### src/rtl/mem_port_arbiter.sv
// Round-robin arbiter sharing one single-port memory between the fetch port (read-only)
// and the data port (read/write); one access in flight, one-cycle ack per completed access.
module mem_port_arbiter #(
    parameter int ADDR_W  = 5,
    parameter int DATA_W  = 8,
    parameter int MEM_LAT = 2
) (
    input  logic              clk,
    input  logic              rst,
    input  logic              i_req,
    input  logic [ADDR_W-1:0] i_addr,
    output logic              i_ack,
    output logic [DATA_W-1:0] i_rdata,
    input  logic              d_req,
    input  logic              d_we,
    input  logic [ADDR_W-1:0] d_addr,
    input  logic [DATA_W-1:0] d_wdata,
    output logic              d_ack,
    output logic [DATA_W-1:0] d_rdata,
    output logic [ADDR_W-1:0] mem_addr,
    output logic [DATA_W-1:0] mem_wdata,
    output logic              mem_re,
    output logic              mem_we,
    input  logic [DATA_W-1:0] mem_rdata,
    output logic              busy
);

    typedef enum logic [2:0] {IDLE, ISSUE, WAIT, CAPTURE, RESP} state_t;

    localparam logic [2:0] CNT_LOAD = 3'(MEM_LAT - 1);

    state_t            state, state_nx;
    logic              gnt_d, gnt_d_nx;       // 1: current access belongs to the data port
    logic              last_d, last_d_nx;     // 1: previous grant went to the data port
    logic              acc_we, acc_we_nx;
    logic [ADDR_W-1:0] acc_addr, acc_addr_nx;
    logic [DATA_W-1:0] acc_wdata, acc_wdata_nx;
    logic [2:0]        cnt, cnt_nx;
    logic              pick_d;

    always_ff @(posedge clk or posedge rst) begin
        if (rst) begin
            state     <= IDLE;
            gnt_d     <= 1'b0;
            last_d    <= 1'b0;
            acc_we    <= 1'b0;
            acc_addr  <= '0;
            acc_wdata <= '0;
            cnt       <= '0;
            i_rdata   <= '0;
            d_rdata   <= '0;
        end else begin
            state     <= state_nx;
            gnt_d     <= gnt_d_nx;
            last_d    <= last_d_nx;
            acc_we    <= acc_we_nx;
            acc_addr  <= acc_addr_nx;
            acc_wdata <= acc_wdata_nx;
            cnt       <= cnt_nx;
            if (state == CAPTURE) begin
                if (gnt_d)
                    d_rdata <= mem_rdata;
                else
                    i_rdata <= mem_rdata;
            end
        end
    end

    always_comb begin
        state_nx     = state;
        gnt_d_nx     = gnt_d;
        last_d_nx    = last_d;
        acc_we_nx    = acc_we;
        acc_addr_nx  = acc_addr;
        acc_wdata_nx = acc_wdata;
        cnt_nx       = cnt;
        // On a tie the port that did not win last time gets the memory
        pick_d       = d_req && (!i_req || !last_d);
        case (state)
            IDLE: begin
                if (i_req || d_req) begin
                    gnt_d_nx     = pick_d;
                    last_d_nx    = pick_d;
                    acc_we_nx    = pick_d && d_we;
                    acc_addr_nx  = pick_d ? d_addr : i_addr;
                    acc_wdata_nx = pick_d ? d_wdata : '0;
                    state_nx     = ISSUE;
                end
            end
            ISSUE: begin
                if (acc_we) begin
                    state_nx = RESP;
                end else if (MEM_LAT == 1) begin
                    state_nx = CAPTURE;
                end else begin
                    cnt_nx   = CNT_LOAD;
                    state_nx = WAIT;
                end
            end
            WAIT: begin
                if (cnt == 3'd1) begin
                    cnt_nx   = '0;
                    state_nx = CAPTURE;
                end else begin
                    cnt_nx = cnt - 3'd1;
                end
            end
            CAPTURE: state_nx = RESP;
            RESP:    state_nx = IDLE;
            default: state_nx = IDLE;
        endcase
    end

    assign mem_addr  = (state == ISSUE || state == WAIT || state == CAPTURE) ? acc_addr : '0;
    assign mem_wdata = (state == ISSUE && acc_we) ? acc_wdata : '0;
    assign mem_re    = (state == ISSUE) && !acc_we;
    assign mem_we    = (state == ISSUE) && acc_we;
    assign i_ack     = (state == RESP) && !gnt_d;
    assign d_ack     = (state == RESP) && gnt_d;
    assign busy      = (state != IDLE);

endmodule

### config.mk
export PLATFORM = sky130hd
export DESIGN_NAME = mem_port_arbiter
export DESIGN_NICKNAME = d
export VERILOG_FILES = /design/src/rtl/mem_port_arbiter.sv
export SDC_FILE = /design/constraint.sdc
export NUM_CORES = 1
export LEC_CHECK = 0
export BUFFER_PORTS_ARGS = -buffer_cell sky130_fd_sc_hd__buf_2
export CORE_MARGIN = 5
export CORE_UTILIZATION = 48
export CTS_CLUSTER_SIZE = 12
export DETAILED_ROUTE_END_ITERATION = 10
export GPL_TIMING_DRIVEN = 0
export HOLD_SLACK_MARGIN = 0.03
export PLACE_DENSITY = 0.79
export SYNTH_ARGS = -nofsm -noshare
export SYNTH_HDL_FRONTEND = slang
export SYNTH_SLANG_ARGS = --single-unit
export TNS_END_PERCENT = 1
### constraint.sdc
create_clock -name clk -period 2.2 [get_ports clk]
set_input_delay 0.66 -clock clk [delete_from_list [all_inputs] [get_ports clk]]
set_output_delay 0.66 -clock clk [all_outputs]
set_load 0.02 [all_outputs]
==> reports/metrics.cfg, run 1 <==
[pwr]
peakVddDrop_mv = 0.7602
total_power_mw = 3.543
power.density_mw_per_mm2 = 1492
leakage_nw = 1.169

[clock_tree]
numCtsBuffers = 5
cts_buffer_depth = 2
h-tree-depth = 2
cts_root_buf = clkbuf_4
path_clk_slew_ps = 110
clkSinkCount = 37
clk_latency_ps = 340
tritoncts = yes

[placed_design]
dp_hpwl_mm = 2.647
dp_cells = 239
dp_slack_ps = 82.09
place_congestion = 0.7857
io_buffers = 64

[drt]
wl_mm = 3.904
via_per_inst = 5.148
drtIter0Drc = 31
drc = 0
num_vias = 1318
wl_per_cell_um = 15.25
drtPass1Iterations = 5
ant_nets = 0

[sta]
slew_headroom_pct = 49.83
fin_crit_sh_pct = 104.1
worst_clock_skew_ps = 4.778
post-route-min-period_ps = 2291
rsz0062_at_grt = yes
hold_viol = 0
slew_viol_final = 0
fmax_mhz = 436.6
hold_slack_ps = 436.5
setup_ws_ps = -90.58
tightest_slew_ps = 751.5
final-setup-viol-count = 8

[worst_setup_path]
required_ps = 1540
end_kind = output port
start_kind = flop
r2r_cells = 4
r2r_slack_ps = 550
crit_type = reg2out
crit_chain = buf_6 -> nor4bb_4 -> buf_4 -> and2_4 -> buf_6
max_stage_delay_ps = 410
critical_path.slowest_cell = dfrtp_1
r2r-start = state[2]
worstPathArrival_ps = 1630
r2r_end = cnt[2]
critPathMaxFanout = 5
crit_top_cell = buf_6

[synthesis]
yosysTopAreaCell = dfrtp_1
ys_seq_area_share_pct = 55.51
yosys_warnings = 0
async_reset_ff_share_pct = 100.0
syn_area_mm2 = 0.001668
synth_top_area_share_pct = 55.51
synth_edf_count = 0
synth-main-ff-cell = dfrtp_1
synth_cell_types = 30
synth_cells = 129
ys_ff_latch = 37
ys_top_cells_by_area = dfrtp_1 56%, mux2_2 16%, and2_1 5.3%
syn-num-nets = 162
synth_area_per_cell_um2 = 12.93

[cells_and_area]
utilization_pct = 70.61
fin_nets = 242
n_fill_cell = 267
drive_above_1_share_pct = 63.81
mostFrequentLayoutCell = buf_2
final_cell_mix = 53 x buf_2, 36 x dfrtp_1, 24 x mux2_2
diodes = 0
area_growth_pct = 42.39
instances_no_fill = 256

[floorplanning]
core_area_mm2 = 0.003363
start_util_pct = 49.59
pin_count = 65
fp.dieW_um = 68.95
dieArea_mm2 = 0.004753
die_h_um = 68.95
placementRows = 21

[status]
violations = negative setup slack
run_status = finished, violations left

[flow_run]
cap_viol_max_count = 0

[global_route]
track_usage_pct = 17.77
grt_pass1_wl_mm = 6.189
grt_pass1_vias = 1424
overflow = 0
antenna_found_initial = 0
grt_max_degree = 38

[min_path]
worstHoldPathType = in2async

==> Yosys cell counts (all sizes together) (3+ instances only) <==
master,count
nand2,3
buf,6
inv,5
a22o,9
dfrtp,37
and2,14
mux2,26
nor2,4
==> area by class of cell <==
type,instances,area (um^2),share of cell area [%]
plain buffers,6,45.04,1.897
clock buffers,6,51.30,2.160
clock inverters,2,37.54,1.581
inverters,5,18.77,0.7903
multi-input cells,80,758.2,31.93
flip-flops and latches,37,927.1,39.04
well taps,46,57.56,2.424
repair buffers,74,479.2,20.18
==> power by group <==
group | internal [mW] | switching [mW] | total (mW)
Sequential | 0.996 | 0.196 | 1.19
Clock | 0.270 | 0.223 | 0.493
Combinational | 0.927 | 0.930 | 1.86
==> sequential cells by signal, indices dropped and copies added, names as in the netlist <==
register and cells:
cnt 3, i_rdata 8, state 3, acc_addr 5
d_rdata 8, acc_we 1, last_d 1, acc_wdata 8
==> metrics by stage <==
| step | TNS [ps] | instance area (um^2) |
|---|---|---|
| after detailed placement | 0 | 2046 |
| final | -633.4 | 2375 |
| after floorplan | 0 | 1668 |
| after global routing | -2001 | 2375 |
| after CTS | -1230 | 2286 |
| after global placement | 0 | 2046 |
==> cells by family after synthesis <==
family | after synthesis | synth area share, %
adders and majority gates | 2 | 1.500
muxes | 26 | 17.55
buffers and inverters | 12 | 3.151
DFF | 37 | 55.51
and+or+nand+nor | 34 | 13.35
AOI/OAI and AO/OA | 18 | 8.928
==> critical path, delay by kind of cell, from the launching register on <==
| kind | cells | cell delay (ps) |
|---|---|---|
| buffers and inverters | 3 | 440 |
| DFF | 1 | 410 |
| and+or+nand+nor | 2 | 450 |
==> worst max path at each step <==
stage | start | to
after detailed placement | state[2] | mem_wdata[4]
after floorplan | state[2] | mem_wdata[0]
after global routing | state[2] | mem_wdata[4]
after CTS | state[1] | mem_wdata[4]
final | state[2] | mem_wdata[3]
after global placement | state[2] | mem_wdata[3]
==> repair_timing <==
item                                   CTS  global route
resized for setup                       34            25
endpoints found under the hold margin    0             0
setup buffers                            5             4
setup endpoints to repair               15            18
pin swaps                                6            10
gates cloned                             1             0
hold buffers                             0             0
==> routing by layer <==
layer  global-route usage [%]  vias to the layer above  wire length, um
li1                         -                      616                -
met1                    19.23                      641             1429
met2                    30.71                       53             2018
met3                    7.942                        8              398
met4                    6.083                        0               59
met5                        0                        -                0
Power figures use the tool's default switching activity.
==> run 2, diff against run 1 <==
CELL_PAD_IN_SITES_DETAIL_PLACEMENT = 1   (was unset)
CELL_PAD_IN_SITES_GLOBAL_PLACEMENT = 2   (was unset)
CORE_UTILIZATION = 30   (was 48)
PLACE_DENSITY = unset   (was 0.79)
PLACE_DENSITY_LB_ADDON = 0.1   (was unset)
SETUP_SLACK_MARGIN = 0.15   (was unset)
==> run 2 against run 1 <==
Sequential power hardly changed. Die area is 50% higher. Critical endpoint is now mem_wdata[6]. The flow still finishes with violations (negative setup slack). Hold slack better by 46 ps. Wire length is 13% higher. Maximum frequency is 0.60% higher. First-iteration DRC count is 6.5% lower. Final area is 3.6% higher. Setup slack better by 14 ps. Critical path depth stayed put. Largest cell class unchanged. Global-route usage is 5.5 points lower. Combinational power is 2% higher. Register-to-register slack worse by 90 ps.
==> reports/metrics.cfg, run 2 (synthesized netlist as in run 1, its figures left out) <==
[clock_tree]
path_clk_slew_ps = 70
h-tree-depth = 2
cts_buffer_depth = 2
numCtsBuffers = 5
cts_hold_buffers = 0
clk_latency_ps = 290
clkSinkCount = 37
cts_root_buf = clkbuf_8
tritoncts = yes

[sta]
tightest_slew_ps = 806.4
slew_viol_final = 0
post-route-min-period_ps = 2277
setup_tns_ps = -638.6
setup_ws_ps = -76.98
hold_slack_ps = 482.1
worst_clock_skew_ps = 9.256
rsz0062_at_grt = yes
final-setup-viol-count = 9
slew_headroom_pct = 46.16
fin_crit_sh_pct = 103.5
fmax_mhz = 439.2
hold_viol = 0

[drt]
drtPass1Iterations = 3
drtIter0Drc = 29
drc = 0
num_vias = 1292
via_per_inst = 4.598
ant_nets = 0
wl_per_cell_um = 15.75
wl_mm = 4.427

[placed_design]
io_buffers = 64
dp_hpwl_mm = 3.154
dp_cells = 265
place_congestion = 0.6744
place_area_mm2 = 0.002079
dp_slack_ps = 117.6

[worst_setup_path]
end_kind = output port
cp_num_buf_inv = 3
crit_chain = buf_6 -> nor4bb_4 -> buf_2 -> and2_4 -> buf_6
start_kind = flop
required_ps = 1540
max_stage_delay_ps = 400
critical_path.slowest_cell = dfrtp_1
critPathMaxFanout = 4
crit_top_cell = buf_6
worstPathArrival_ps = 1620
crit_type = reg2out
critPathTopFamily = simple AND/OR/NAND/NOR gates

[floorplanning]
dieArea_mm2 = 0.007150
core_area_mm2 = 0.005439
pin_count = 65
fp.dieW_um = 84.56
start_util_pct = 30.66
die_h_um = 84.56
placementRows = 27

[global_route]
antenna_found_initial = 0
grt_pass1_vias = 1459
overflow = 0
grt_pass1_wl_mm = 7.010
track_usage_pct = 12.28
grt_max_degree = 38

[cells_and_area]
area_growth_pct = 47.56
final_cell_mix = 51 x buf_2, 37 x dfrtp_1, 24 x mux2_2
instances_no_fill = 281
fin_nets = 242
top_regs = acc_wdata: 8 flops, d_rdata: 8 flops, i_rdata: 8 flops
mostFrequentLayoutCell = buf_2
multi_input_area_um2 = 768.2
diodes = 0
ff_latch_area_um2 = 925.9
stdcell_area_mm2 = 0.002461
n_fill_cell = 592
drive_above_1_share_pct = 63.64

[flow_run]
cap_viol_max_count = 0

[status]
violations = negative setup slack
run_status = finished, violations left

[pwr]
peakVddDrop_mv = 0.5916
power.density_mw_per_mm2 = 1486
clkPwrFrac_pct = 15.5
p_int_mw = 2.282
leakage_nw = 1.184
switching_share_pct = 37.58
p_comb_share_pct = 52.1
pwr-share-seq_pct = 32.4
p_sw_mw = 1.374

[min_path]
worstHoldPathType = reg2reg

## run 2: cell types whose count changed in the layout (fill, tap and decap cells not counted), moves of 2 or more
cell,delta
clkbuf_4,-5
buf_2,-2
buf_6,+5
clkbuf_8,+5
buf_4,-4
## run 2: metal layers
layer | up-vias | routed length, um | GRT usage (%)
met5 | - | 0 | 0
met2 | 39 | 2377 | 22.49
li1 | 615 | - | -
met1 | 631 | 1679 | 12.73
met4 | 0 | 88 | 5.036
met3 | 7 | 281 | 4.122
## run 2: final timing paths
check                           startpoint            to  slack [ps]  depth (start not counted)
worst min-delay path            i_rdata[2]    i_rdata[2]         480                          1
worst max-delay path              state[1]  mem_wdata[6]         -80                          5
worst max register to register    state[2]        cnt[2]         460                          5
max in group asynchronous              rst   acc_addr[2]        1160                          2
worst min register to register  i_rdata[2]    i_rdata[2]         480                          1
min in group asynchronous              rst    d_rdata[2]         530                          2
## run 2: final cells by class
cell class                      count  share of cell area [%]
Tap cell                           72                   3.660
Clock buffer                        5                   2.796
Sequential cell                    37                   37.62
Inverter                            5                  0.7626
Buffer                              7                   2.542
Timing Repair Buffer               73                   19.98
Multi-Input combinational cell     80                   31.22
Clock inverter                      2                   1.423
## run 2: worst register-to-register path, delay by kind of cell, from the launching register on
kind                   cells  cell delay, ps
AO/OA/AOI/OAI              1              80
buffers and inverters      2             270
flip-flops                 1             390
AND/OR/NAND/NOR            2             920
## run 2: what timing repair did
item,4_1_cts,5_1_grt
cloned,1,0
buffers inserted,3,5
endpoints found under the setup margin,18,18
pin swaps,6,10
resized for setup,35,30
## run 2: through the flow
step	util, %	total power, mW
after CTS	42.77	3.443
after floorplan	-	2.219
after detailed placement	38.23	2.729
after global placement	38.23	2.658
final	45.25	3.657
after global routing	45.25	3.894
## run 2: power by group through the flow
stage / combinational [mW] / sequential (mW) / clock (mW)
finish: 1.90 / 1.19 / 0.567
global route: 2.06 / 1.23 / 0.605
CTS: 1.68 / 1.18 / 0.582
detailed placement: 1.54 / 1.19 / 0
global placement: 1.50 / 1.16 / 0
floorplan: 0.888 / 1.33 / 0
